--- src/rtl/batch_scheduler.sv ---
// batch_scheduler: I/Q lane packer feeding the TWN core, plus a prediction FIFO
// that packetises BATCH predictions per TLAST frame with drop/mismatch counters.
module batch_scheduler #(
  parameter int CLASSES    = 4,
  parameter int SPB        = 2,
  parameter int OUT_W      = 512,
  parameter int FIFO_DEPTH = 8,
  parameter int BATCH      = 4
) (
  input  logic                          clk,
  input  logic                          rstn,
  input  logic [16*SPB-1:0]             i_in_TDATA,
  input  logic                          i_in_TVALID,
  output logic                          i_in_TREADY,
  input  logic [16*SPB-1:0]             q_in_TDATA,
  input  logic                          q_in_TVALID,
  output logic                          q_in_TREADY,
  output logic                          twn_vld_in,
  output logic [2*SPB-1:0][15:0]        twn_data_in,
  input  logic                          twn_vld_out,
  input  logic [CLASSES-1:0][15:0]      twn_data_out,
  output logic [OUT_W-1:0]              predictions_TDATA,
  output logic                          predictions_TVALID,
  output logic                          predictions_TLAST,
  input  logic                          predictions_TREADY,
  output logic [15:0]                   drop_count,
  output logic [15:0]                   mismatch_count
);
  localparam int AW = $clog2(FIFO_DEPTH);
  localparam int BW = BATCH > 1 ? $clog2(BATCH) : 1;
  localparam int DW = 16 * CLASSES;

  logic [2*SPB-1:0][15:0] lanes;
  logic                   both, mism;
  logic [DW-1:0]          mem [FIFO_DEPTH];
  logic [AW-1:0]          wr_ptr, rd_ptr;
  logic [AW:0]            count;
  logic [BW-1:0]          bcnt;
  logic                   full, pop, push, drop;

  // The ADC stream is never stalled, so ready simply follows reset.
  assign i_in_TREADY = rstn;
  assign q_in_TREADY = rstn;
  assign both = i_in_TVALID & q_in_TVALID;
  assign mism = i_in_TVALID ^ q_in_TVALID;

  // Highest-index sample goes first, Q before I in each pair.
  always_comb begin
    lanes = '0;
    for (int s = 0; s < SPB; s++) begin
      lanes[2*s]   = q_in_TDATA[16*(SPB-1-s) +: 16];
      lanes[2*s+1] = i_in_TDATA[16*(SPB-1-s) +: 16];
    end
  end

  always_ff @(posedge clk or negedge rstn) begin
    if (!rstn) begin
      twn_vld_in     <= 1'b0;
      twn_data_in    <= '0;
      mismatch_count <= '0;
    end else begin
      twn_vld_in  <= both;
      twn_data_in <= both ? lanes : '0;
      if (mism && mismatch_count != 16'hFFFF) mismatch_count <= mismatch_count + 16'd1;
    end
  end

  assign full               = count == (AW+1)'(FIFO_DEPTH);
  assign predictions_TVALID = count != '0;
  assign pop                = predictions_TVALID & predictions_TREADY;
  // A pop in the same cycle frees the slot the incoming push will occupy.
  assign push               = twn_vld_out & (~full | pop);
  assign drop               = twn_vld_out & full & ~pop;
  assign predictions_TDATA  = predictions_TVALID ? OUT_W'(mem[rd_ptr]) : '0;
  assign predictions_TLAST  = predictions_TVALID && bcnt == BW'(BATCH - 1);

  always_ff @(posedge clk or negedge rstn) begin
    if (!rstn) begin
      for (int k = 0; k < FIFO_DEPTH; k++) mem[k] <= '0;
      wr_ptr     <= '0;
      rd_ptr     <= '0;
      count      <= '0;
      bcnt       <= '0;
      drop_count <= '0;
    end else begin
      if (push) begin
        mem[wr_ptr] <= twn_data_out;
        wr_ptr      <= wr_ptr + AW'(1);
      end
      if (pop) begin
        rd_ptr <= rd_ptr + AW'(1);
        bcnt   <= bcnt == BW'(BATCH - 1) ? '0 : bcnt + BW'(1);
      end
      count <= count + (AW+1)'(push) - (AW+1)'(pop);
      if (drop && drop_count != 16'hFFFF) drop_count <= drop_count + 16'd1;
    end
  end
endmodule

--- config.mk ---
export PLATFORM = sky130hd
export DESIGN_NAME = batch_scheduler
export DESIGN_NICKNAME = d
export VERILOG_FILES = /design/src/rtl/batch_scheduler.sv
export SDC_FILE = /design/constraint.sdc
export NUM_CORES = 1
export LEC_CHECK = 0
export BUFFER_PORTS_ARGS = -buffer_cell sky130_fd_sc_hd__buf_2
export CORE_ASPECT_RATIO = 1.4
export CORE_MARGIN = 2
export CORE_UTILIZATION = 30
export DETAILED_ROUTE_END_ITERATION = 6
export PLACE_DENSITY = 0.57
export SYNTH_ARGS = -nofsm -noshare
export SYNTH_HDL_FRONTEND = slang
export SYNTH_SLANG_ARGS = --single-unit
--- constraint.sdc ---
create_clock -name clk -period 3.05 [get_ports clk]
set_clock_uncertainty 0.2 [all_clocks]
set_input_delay 0.4575 -clock clk [delete_from_list [all_inputs] [get_ports clk]]
set_output_delay 0.4575 -clock clk [all_outputs]
set_load 0.01 [all_outputs]
==> out/metrics.csv, run 1 <==
stage,metric,value,unit
status,status,"finished, violations left",
status,failing checks,setup timing,
sta,worst hold margin,0.09935,ns
finish,Fillers,9729,
clocking,worst skew pair latency,0.64,ns
place,Placed Instance Area,32360,sq um
floorplan,Starting Density,30.33,%
critical_path,max incr delay on CP,0.50,ns
sta,Worst slew margin,56.03,%
power_and_ir_drop,Psw,0.01227,W
floorplan,num ports,747,
sta,"Period Utilization, post-route",103.4,%
sta,post-route minimum period,3.154,ns
power_and_ir_drop,clock network fraction of total power,22.6,%
sta,Slew @ Worst Pin,0.6429,ns
finish,area of the multi-input gates,12940,sq um
synthesis,Synth top area share,50.55,%
synthesis,Unique masters post-synth,51,
power_and_ir_drop,Logic pwr share,41.5,%
run,max cap viols,0,
drt,Via Count,17700,
critical_path,Crit path top cell by count,buf_16,
synthesis,fraction of registers with async set/reset,100.0,%
finish,final instance area,36680,sq um
sta,RSZ-0062 raised after global routing,true,
synthesis,"Avg Cell Area, Syn",14.08,sq um
power_and_ir_drop,Sw Ratio,32.05,%
synthesis,Post-Synthesis Cells,2183,
floorplan,die height,382.8,microns
floorplan,row count,138,
power_and_ir_drop,P_leak,16.89,nW
sta,Max Slew Vio Count,0,
clocking,CTS buffer count,69,
power_and_ir_drop,Internal,0.02601,W
clocking,CTS H-Tree Depth,3,
place,dpl hpwl,45810,microns
finish,Synth-to-Final Area Change,19.32,%
critical_path,cell family with the largest share of critical-path delay,multiplexers,
synthesis,"area leader, netlist",dfrtp_1,
place,post-place setup slack,0.3847,ns
critical_path,"Slowest-stage cell, CP",mux4_2,
synthesis,post-synthesis sequential area ratio,50.55,%
drt,vias per std cell,4.384,
drt,Iter 0 DRT Violations,686,
synthesis,Synth Register Bits,621,
critical_path,Setup crit end kind,output pin,
global_routing,all-layer global routing usage,14.09,%
critical_path,worst path bufs/invs,4,
clocking,clock buffer depth,3,
finish,Layout Utilization,36.19,%
power_and_ir_drop,Pwr Density,1044,nW/um^2
drt,met2 wire len,39100,microns
clocking,CTS tree,done,
critical_path,Crit Path Max Fanout,8,
critical_path,WP data required,2.39,ns
synthesis,top_reg_cell synth,dfrtp_1,
drt,Routed wire per std cell,18.47,microns
drt,highest routed layer,met5,
power_and_ir_drop,Seq pwr share,35.9,%
drt,Post-Route M1 WL,29450,microns
drt,DRC Markers,0,
sta,Fin. Hold Viols,0,
global_routing,grt ovf,0,
finish,FF+latch area,15550,sq um
global_routing,initial antenna violation count,9,
global_routing,pin count of the biggest net entering global routing,120,
finish,nets,2799,
global_routing,vias in the first global route,18400,
sta,fmax,0.3170,GHz
place,IO Port Bufs,298,
synthesis,"EDFF count, synth",0,
finish,share of layout cells above drive strength 1,42.14,%
critical_path,CP Launch Type,flop,
synthesis,synthesis warning total,0,
clocking,clk sink count,621,
place,RePlAce Congestion,0.7444,
drt,Routed Antenna Nets,0,
clocking,Worst-path clk slew,0.07,ns
drt,drt first pass iters,4,
critical_path,crit path kind,reg2out,
synthesis,synthesized area,30740,sq um
drt,final wirelength,74570,microns
critical_path,critical path arrival,2.50,ns
drt,WL met3,4215,microns
sta,PnR worst setup slack,-0.1041,ns
global_routing,first-pass GRT wire length,112700,microns
min_path,Min-Delay Path Class,in2reg,
power_and_ir_drop,Worst IR Drop VDD,0.5723,mV
clocking,root buffer cell,clkbuf_16,
sta,final-report setup violation count,46,
floorplan,Die ar.,105100,sq um
synthesis,top post-synthesis cells by area,"dfrtp_1 (51%), mux2_2 (18%), buf_4 (11%)",
floorplan,Chip Width,274.6,microns
critical_path,critical-path cell list,"buf_6, buf_16, buf_16, mux4_2, mux2i_2, nor2_1, buf_2",
floorplan,core area,101400,sq um
[synth_stat cells (9+ instances only)]
cell and instances:
dfrtp_1 621, mux2_2 502, buf_4 461, mux4_2 128, nor2_1 73, and2_1 67
mux2i_1 64, buf_2 35, clkbuf_1 34, buf_6 22, nand2_1 20, mux2_1 18
xor2_1 16, nand3_1 14, xnor2_1 12, ha_1 11, inv_1 9
[cells by family (layout without fill, tap and decap cells)]
family / Yosys count / count (layout) / share of synthesized area (%)
DFF: 621 / 621 / 50.55
xor gates and xnor gates: 28 / 28 / 0.7977
adders and majority gates: 12 / 12 / 0.5128
AOI/OAI and AO/OA: 25 / 25 / 0.6267
buffers and inverters: 565 / 640 / 13.21
and+or+nand+nor: 219 / 219 / 3.789
muxes: 712 / 712 / 30.51
other: 1 / 451 / 0.01220
[worst reg2reg max path, delay by kind of cell, from the launching register on]
kind,cells,cell delay [ns]
buffers and inverters,2,0.34
DFF,1,0.32
and+or+nand+nor,2,0.67
adders and majority gates,1,0.22
AOI/OAI and AO/OA,1,0.37
muxes,1,0.43
[registers in the layout, summed over array words and instances (netlist names)]
name and flops:
mem 512, drop_count 16, mismatch_count 16, twn_vld_in 1, rd_ptr 3, twn_data_in 64, bcnt 2, count 4
wr_ptr 3
[path summary, 6_finish.rpt]
check                            startpoint               endpoint  slack [ns]  depth (start not counted)
min in group asynchronous              rstn                mem[43]        0.13                          2
worst max register to register     count[2]               mem[160]        0.36                          7
worst min-delay path            twn_vld_out              wr_ptr[0]         0.1                          4
max in group asynchronous              rstn               mem[203]        1.41                          4
worst max-delay path              rd_ptr[0]  predictions_TDATA[60]       -0.10                          7
worst min register to register     mem[372]               mem[372]        0.29                          1
[power by group through the flow]
stage	Clock (W)	Combinational, W	Sequential [W]
finish	0.00866	0.0159	0.0137
global placement	0	0.0146	0.0138
detailed placement	0	0.0148	0.0139
CTS	0.00897	0.0159	0.0138
floorplan	0	0.0110	0.0132
global route	0.00927	0.0172	0.0142
[placed cells by master, fill, tap and decap left out, types with 9 or more instances in the layout]
cell / n
inv_1: 9
buf_16: 11
nand2_1: 19
buf_4: 27
buf_12: 30
dfrtp_1: 618
clkbuf_1: 16
nor2_1: 73
clkbuf_8: 16
mux2_1: 18
mux2_2: 502
nand3_1: 14
ha_1: 11
clkbuf_16: 73
xor2_1: 16
dlygate4sd3_1: 132
mux4_2: 128
xnor2_1: 12
and2_1: 66
buf_2: 293
conb_1: 448
mux2i_1: 53
[metrics by stage]
step                      instances  total power [W]  TNS [ns]
after floorplan                2630          0.02416         0
after global placement         3753          0.02839         0
after detailed placement       3753          0.02872         0
after CTS                      4026          0.03860    -11.38
after global routing           4038          0.04072    -9.601
final                          4038          0.03829    -2.281
[repair_timing]
action                                 CTS  global route
setup buffers                           11             6
hold buffers                           132             0
pin swaps                                2            11
gates cloned                             7             4
resized for setup                       30            24
setup endpoints to repair               63            64
endpoints found under the hold margin  815             0
[per-layer routing]
layer  track usage [%]  vias up
met1             16.82     9221
met5                 0        -
met2             24.91      614
met3             3.054      116
li1                  -     7743
met4             4.730        8
[cell type report]
| cell class | instances | share of cell area (%) |
|---|---|---|
| flip-flops and latches | 621 | 42.40 |
| multi-input cells | 1444 | 35.27 |
| repair buffers | 508 | 11.27 |
| clock buffers | 101 | 5.471 |
| well taps | 1330 | 4.537 |
| clock inverters | 22 | 0.9448 |
| inverters | 9 | 0.09210 |
| diodes | 3 | 0.02047 |
Note: power is estimated with default switching activity, not from simulation.
==> inputs of run 2 (changes only) <==
--- a/config.mk
+++ b/config.mk
@@ -11,6 +11,7 @@
 export CORE_UTILIZATION = 30
 export DETAILED_ROUTE_END_ITERATION = 6
 export PLACE_DENSITY = 0.57
+export REMOVE_ABC_BUFFERS = 1
 export SYNTH_ARGS = -nofsm -noshare
 export SYNTH_HDL_FRONTEND = slang
 export SYNTH_SLANG_ARGS = --single-unit
==> run 2 against run 1 <==
Compared with the run above: the run still ends with setup timing left; critical path type unchanged; critical path depth did not move; final area is 0.84% higher; sequential share of layout area shrank 0.35 points; global-route usage rose by 0.40 points; fmax shrank 0.84%; first-iteration DRC count fell by 6.6%; power increased by 2.7%; routed wire length grew 3.2%; largest power group unchanged; via count grew 0.18%; largest cell class unchanged; flip-flop and latch count stayed put.
==> out/metrics.csv, run 2 (synthesis gave the netlist of run 1 again) <==
stage,metric,value,unit,change
status,status,"finished, violations left",,
status,failing checks,setup timing,,
finish,non-filler cells in the finished layout,4052,,+0.35%
critical_path,max incr delay on CP,0.50,ns,about the same
clocking,CTS buffer count,68,,-1.4%
critical_path,Crit Path Max Fanout,7,,-1
min_path,Min-Delay Path Class,in2async,,
drt,Via Count,17730,,+0.18%
global_routing,pin count of the biggest net entering global routing,121,,+0.83%
sta,Worst slew margin,44.48,%,-12 points
floorplan,Die ar.,105100,sq um,unchanged
power_and_ir_drop,Power Total,0.03931,W,+2.7%
clocking,CTS H-Tree Depth,3,,unchanged
global_routing,grt ovf,0,,unchanged
place,RePlAce Congestion,0.7848,,+5.4%
critical_path,WP data required,2.39,ns,about the same
sta,setup TNS,-3.779,ns,-1.498 ns
finish,Synth-to-Final Area Change,20.32,%,
finish,Top Registers,"mem: 512 flops, twn_data_in: 64 flops",,
sta,Max Slew Vio Count,0,,unchanged
place,dpl hpwl,47540,microns,+3.8%
drt,vias per std cell,4.377,,-0.17%
global_routing,vias in the first global route,18540,,+0.72%
clocking,clock buffer depth,3,,unchanged
clocking,CTS tree,done,,
sta,fmax,0.3144,GHz,-0.84%
drt,drt first pass iters,4,,unchanged
critical_path,Setup crit end kind,output pin,,
drt,final wirelength,76920,microns,+3.2%
drt,Iter 0 DRT Violations,641,,-6.6%
drt,Routed wire per std cell,18.98,microns,+2.8%
floorplan,row count,138,,unchanged
finish,Fillers,9665,,-0.66%
run,max cap viols,0,,unchanged
drt,Routed Antenna Nets,0,,unchanged
floorplan,num ports,747,,unchanged
sta,"Period Utilization, post-route",104.3,%,+0.88 points
finish,most common library cell in the layout ignoring fill and taps,dfrtp_1,,
sta,post-route minimum period,3.181,ns,+0.02670 ns
clocking,root buffer cell,clkbuf_16,,
clocking,Worst-path clk slew,0.06,ns,about the same
critical_path,"Slowest-stage cell, CP",dfrtp_4,,
floorplan,die height,382.8,microns,unchanged
sta,Slew @ Worst Pin,0.8328,ns,+0.1899 ns
place,IO Port Bufs,298,,unchanged
finish,nets,2814,,+0.54%
power_and_ir_drop,P_leak,16.98,nW,+0.55%
power_and_ir_drop,Worst IR Drop VDD,0.4723,mV,-17%
finish,max FFs per register,512,,unchanged
critical_path,critical path arrival,2.52,ns,+0.02 ns
sta,final-report setup violation count,53,,+15%
global_routing,first-pass GRT wire length,115200,microns,+2.2%
power_and_ir_drop,Pwr Density,1063,nW/um^2,+1.8%
global_routing,all-layer global routing usage,14.49,%,+0.40 points
sta,Fin. Hold Viols,0,,unchanged
drt,DRC Markers,0,,unchanged
sta,PnR worst setup slack,-0.1308,ns,-0.02670 ns
sta,RSZ-0062 raised after global routing,true,,
clocking,worst skew pair latency,0.64,ns,about the same
global_routing,initial antenna violation count,4,,-5
place,DP Cell Count,3757,,+0.11%
finish,share of layout cells above drive strength 1,43.15,%,+1.0 points
floorplan,core area,101400,sq um,unchanged
critical_path,critical-path cell list,"buf_12, buf_12, buf_16, mux4_2, mux2i_1, nor2_1, buf_2",,
floorplan,Starting Density,30.33,%,unchanged
critical_path,Worst R2R Setup Slack,0.29,ns,-0.07 ns
finish,area of the multi-input gates,13070,sq um,+1.0%
finish,"commonest non-fill, non-tap cells in the layout","dfrtp_1 (618), mux2_2 (502), conb_1 (448), buf_2 (292), dlygate4sd3_1 (130)",,
critical_path,crit path kind,reg2out,,
clocking,clk sink count,621,,unchanged
finish,FF+latch area,15550,sq um,unchanged
finish,Biggest register,mem,,
floorplan,Chip Width,274.6,microns,unchanged
critical_path,CP Launch Type,flop,,
critical_path,Crit path top cell by count,buf_12,,
==> run 2: worst max-delay path, delay by kind of cell, from the launching register on <==
| family | cells | cell delay (ns) |
|---|---|---|
| and+or+nand+nor | 1 | 0.32 |
| muxes | 2 | 0.40 |
| DFF | 1 | 0.50 |
| buffers and inverters | 4 | 0.66 |
==> run 2: worst paths after layout <==
check | endpoint | depth (start not counted) | start
max reg2reg | mem[12] | 7 | count[2]
min in group clk | mismatch_count[2] | 4 | q_in_TVALID
max in group asynchronous | mem[441] | 3 | rstn
min | mismatch_count[14] | 2 | rstn
min reg2reg | mem[378] | 1 | mem[378]
max | predictions_TDATA[53] | 7 | rd_ptr[0]
==> run 2: where the power goes <==
part | internal [W] | switching, W
Sequential | 0.0119 | 0.00187
Clock | 0.00499 | 0.00362
Combinational | 0.00955 | 0.00740
Total | 0.0264 | 0.0129
==> run 2: per-layer routing <==
| metal | track usage (%) | vias to the layer above | wire length [microns] |
|---|---|---|---|
| li1 | - | 7772 | - |
| met1 | 16.63 | 9197 | 29850 |
| met2 | 26.56 | 660 | 41320 |
| met3 | 2.666 | 99 | 3805 |
| met4 | 5.244 | 6 | 1907 |
| met5 | 0 | - | 36 |
==> run 2: cell type report <==
type	count	area share [%]
antenna	1	0.006765
sequential	621	42.04
tap	1330	4.499
clock inverter	26	1.059
clock buffer	97	5.300
multi-input combinational	1444	35.34
timing repair buffer	524	11.66
inverter	9	0.09133
==> run 2: repair_timing <==
action,in CTS,in global routing
hold buffers,130,0
hold endpoints to repair,662,0
gates resized for setup,65,25
pin swaps,5,13
cloned,9,4
endpoints found under the setup margin,64,63
setup buffers,22,9
==> run 2: stage by stage <==
| stage | hold WS (ns) | util [%] | area (sq um) | setup WS, ns |
|---|---|---|---|---|
| 2_1_floorplan | -0.03809 | - | 28390 | -3.504 |
| 3_3_place_gp | 0.2019 | 31.92 | 32350 | 0.3662 |
| 3_5_place_dp | 0.2030 | 31.92 | 32350 | 0.3293 |
| 4_1_cts | 0.08639 | 36.30 | 36800 | -0.2427 |
| 5_1_grt | 0.1349 | 36.50 | 36990 | -0.2234 |
| 6_report | 0.1245 | 36.50 | 36990 | -0.1308 |
==> inputs of run 3 (changes only) <==
--- a/config.mk
+++ b/config.mk
@@ -6,11 +6,10 @@
 export NUM_CORES = 1
 export LEC_CHECK = 0
 export BUFFER_PORTS_ARGS = -buffer_cell sky130_fd_sc_hd__buf_2
-export CORE_ASPECT_RATIO = 1.4
-export CORE_MARGIN = 2
-export CORE_UTILIZATION = 30
+export CORE_AREA = 2 2 288 290
 export DETAILED_ROUTE_END_ITERATION = 6
-export PLACE_DENSITY = 0.57
+export DIE_AREA = 0 0 290 292
+export PLACE_DENSITY = 0.67
 export REMOVE_ABC_BUFFERS = 1
 export SYNTH_ARGS = -nofsm -noshare
 export SYNTH_HDL_FRONTEND = slang
==> run 3 against run 2 <==
Compared with the run above: critical path type unchanged; the run now ends clean; flip-flop and latch count unchanged; largest cell class unchanged; critical endpoint is now predictions_TDATA[27]; final area fell by 1.9%; via count is 2.5% lower; die area shrank 19%; highest routed layer is now met4; setup slack improved by 0.14 ns; fmax is 4.7% higher; clock power is essentially flat.
==> out/metrics.csv, run 3 (synthesis gave the netlist of run 1 again) <==
stage,metric,value,unit,change
place,post-place setup slack,0.4197,ns,+0.09030 ns
drt,Routed Antenna Nets,0,,unchanged
critical_path,max incr delay on CP,0.51,ns,about the same
floorplan,core area,81580,sq um,-20%
global_routing,layer with the highest usage,met2,,
finish,"commonest non-fill, non-tap cells in the layout","dfrtp_1 (618), mux2_2 (502), conb_1 (448), buf_2 (296), dlygate4sd3_1 (130)",,
global_routing,first-pass GRT wire length,102700,microns,-11%
finish,Biggest register,mem,,
global_routing,met3 Usage GRT,3.714,%,+1.0 points
clocking,CTS buffer count,71,,+4.4%
clocking,root buffer cell,clkbuf_16,,
status,status,finished clean,,
critical_path,crit path kind,reg2out,,
critical_path,"Slowest-stage cell, CP",mux4_2,,
sta,final-report setup violation count,0,,-100%
critical_path,CP Launch Type,flop,,
global_routing,pin count of the biggest net entering global routing,138,,+14%
floorplan,num ports,747,,unchanged
min_path,Min-Delay Path Class,in2async,,
finish,area of the multi-input gates,13040,sq um,-0.24%
place,RePlAce Congestion,0.7896,,+0.61%
drt,drt first pass iters,4,,unchanged
clocking,clock buffer depth,3,,unchanged
run,max cap viols,0,,unchanged
sta,"Period Utilization, post-route",99.61,%,-4.7 points
power_and_ir_drop,Power Total,0.03798,W,-3.4%
global_routing,initial antenna violation count,3,,-1
clocking,Worst-path clk slew,0.06,ns,about the same
global_routing,all-layer global routing usage,15.25,%,+0.76 points
drt,Routed wire per std cell,17.57,microns,-7.4%
floorplan,Chip Width,290,microns,+5.6%
place,DP Cell Count,3498,,-6.9%
clocking,clk sink count,621,,unchanged
critical_path,Setup crit end kind,output pin,,
global_routing,grt ovf,0,,unchanged
sta,Fin. Hold Viols,0,,unchanged
drt,final wirelength,66500,microns,-14%
clocking,CTS H-Tree Depth,3,,unchanged
critical_path,WP data required,2.39,ns,about the same
critical_path,Critical Path Start,rd_ptr[0],,
floorplan,row count,105,,-24%
sta,post-route minimum period,3.038,ns,-0.1429 ns
finish,most common library cell in the layout ignoring fill and taps,dfrtp_1,,
power_and_ir_drop,Pwr Density,1046,nW/um^2,-1.6%
clocking,worst skew pair latency,0.58,ns,-0.06 ns
drt,Iter 0 DRT Violations,733,,+14%
sta,fmax,0.3292,GHz,+4.7%
critical_path,critical path arrival,2.38,ns,-0.14 ns
floorplan,die height,292,microns,-24%
finish,Layout Utilization,44.50,%,+8.0 points
drt,vias per std cell,4.568,,+4.4%
sta,setup TNS,0,ns,+3.779 ns
critical_path,Crit Path Max Fanout,12,,+5
finish,non-filler cells in the finished layout,3784,,-6.6%
global_routing,vias in the first global route,17750,,-4.2%
sta,RSZ-0062 raised after global routing,true,,
power_and_ir_drop,P_leak,16.83,nW,-0.90%
critical_path,reg2reg start,count[2],,
sta,Max Slew Vio Count,0,,unchanged
sta,Worst slew margin,47.61,%,+3.1 points
global_routing,grt met2 use,25.63,%,-0.93 points
critical_path,critical-path cell list,"buf_16, buf_12, mux4_2, mux2i_2, nor2_1, buf_2",,
finish,Fillers,7287,,-25%
finish,FF+latch area,15550,sq um,unchanged
floorplan,Starting Density,37.68,%,+7.4 points
global_routing,GR Util met1,19.85,%,+3.2 points
finish,share of layout cells above drive strength 1,42.86,%,-0.28 points
clocking,CTS tree,done,,
finish,Synth-to-Final Area Change,18.09,%,
place,dpl hpwl,41180,microns,-13%
finish,Top Registers,"mem: 512 flops, twn_data_in: 64 flops",,
place,IO Port Bufs,298,,unchanged
floorplan,Die ar.,84680,sq um,-19%
sta,Slew @ Worst Pin,0.7858,ns,-0.04698 ns
drt,Via Count,17290,,-2.5%
finish,max FFs per register,512,,unchanged
power_and_ir_drop,Worst IR Drop VDD,0.4732,mV,+0.20%
finish,nets,2802,,-0.43%
drt,DRC Markers,0,,unchanged
sta,PnR worst setup slack,0.01201,ns,+0.1429 ns
-- run 3: changes by cell type in the layout (fill, tap and decap cells not counted), sizes merged --
cell      previous run  this run
buf                388       375
clkbuf             101       104
bufbuf               2         0
bufinv               5         7
clkinv              16        14
clkinvlp             1         3
diode                1         3
-- run 3: what timing repair did --
item	in CTS	in global routing
gates cloned	4	4
hold buffers	130	0
setup buffers	13	7
endpoints found under the setup margin	50	63
hold endpoints to repair	600	0
gates resized for setup	44	24
pin swaps	0	2
-- run 3: layout make-up --
type | instances | area share [%]
antenna | 3 | 0.02068
clock buffer | 100 | 5.555
clock inverter | 28 | 0.9718
inverter | 9 | 0.09305
multi-input combinational | 1444 | 35.92
sequential | 621 | 42.83
tap | 1070 | 3.687
timing repair buffer | 509 | 10.91
-- run 3: report_power, final --
part	leakage [nW]	internal [W]	total [W]	switching, W
registers	7.58	0.0119	0.0138	0.00187
clock network	1.16	0.00523	0.00864	0.00342
logic	8.09	0.00895	0.0156	0.00662
total	16.8	0.0261	0.0380	0.0119
-- run 3: path summary, 6_finish.rpt --
path | to | slack (ns) | depth (start not counted)
max | predictions_TDATA[27] | 0.01 | 6
min | twn_data_in[42] | 0.20 | 2
max reg2reg | mem[138] | 0.40 | 7
min reg2reg | mem[370] | 0.29 | 1
max in group asynchronous | rd_ptr[2] | 1.19 | 3
min in group clk | count[1] | 0.20 | 4
-- run 3: routing by layer --
metal	vias up	part of all wire [%]
met1	8977	43
met2	464	50
met3	83	5.4
li1	7761	-
met4	0	1.7
met5	-	0
-- run 3: worst max-delay path, delay by kind of cell, from the launching register on --
family | cells | cell delay (ns)
buffers and inverters | 3 | 0.51
AND/OR/NAND/NOR | 1 | 0.06
multiplexers | 2 | 0.72
flip-flops | 1 | 0.48
-- run 3: stage by stage --
step | hold WS (ns) | area, sq um
floorplan | -0.03809 | 28390
global placement | 0.2291 | 32000
detailed placement | 0.2322 | 32000
CTS | 0.1469 | 36110
global route | 0.1897 | 36310
finish | 0.1968 | 36310
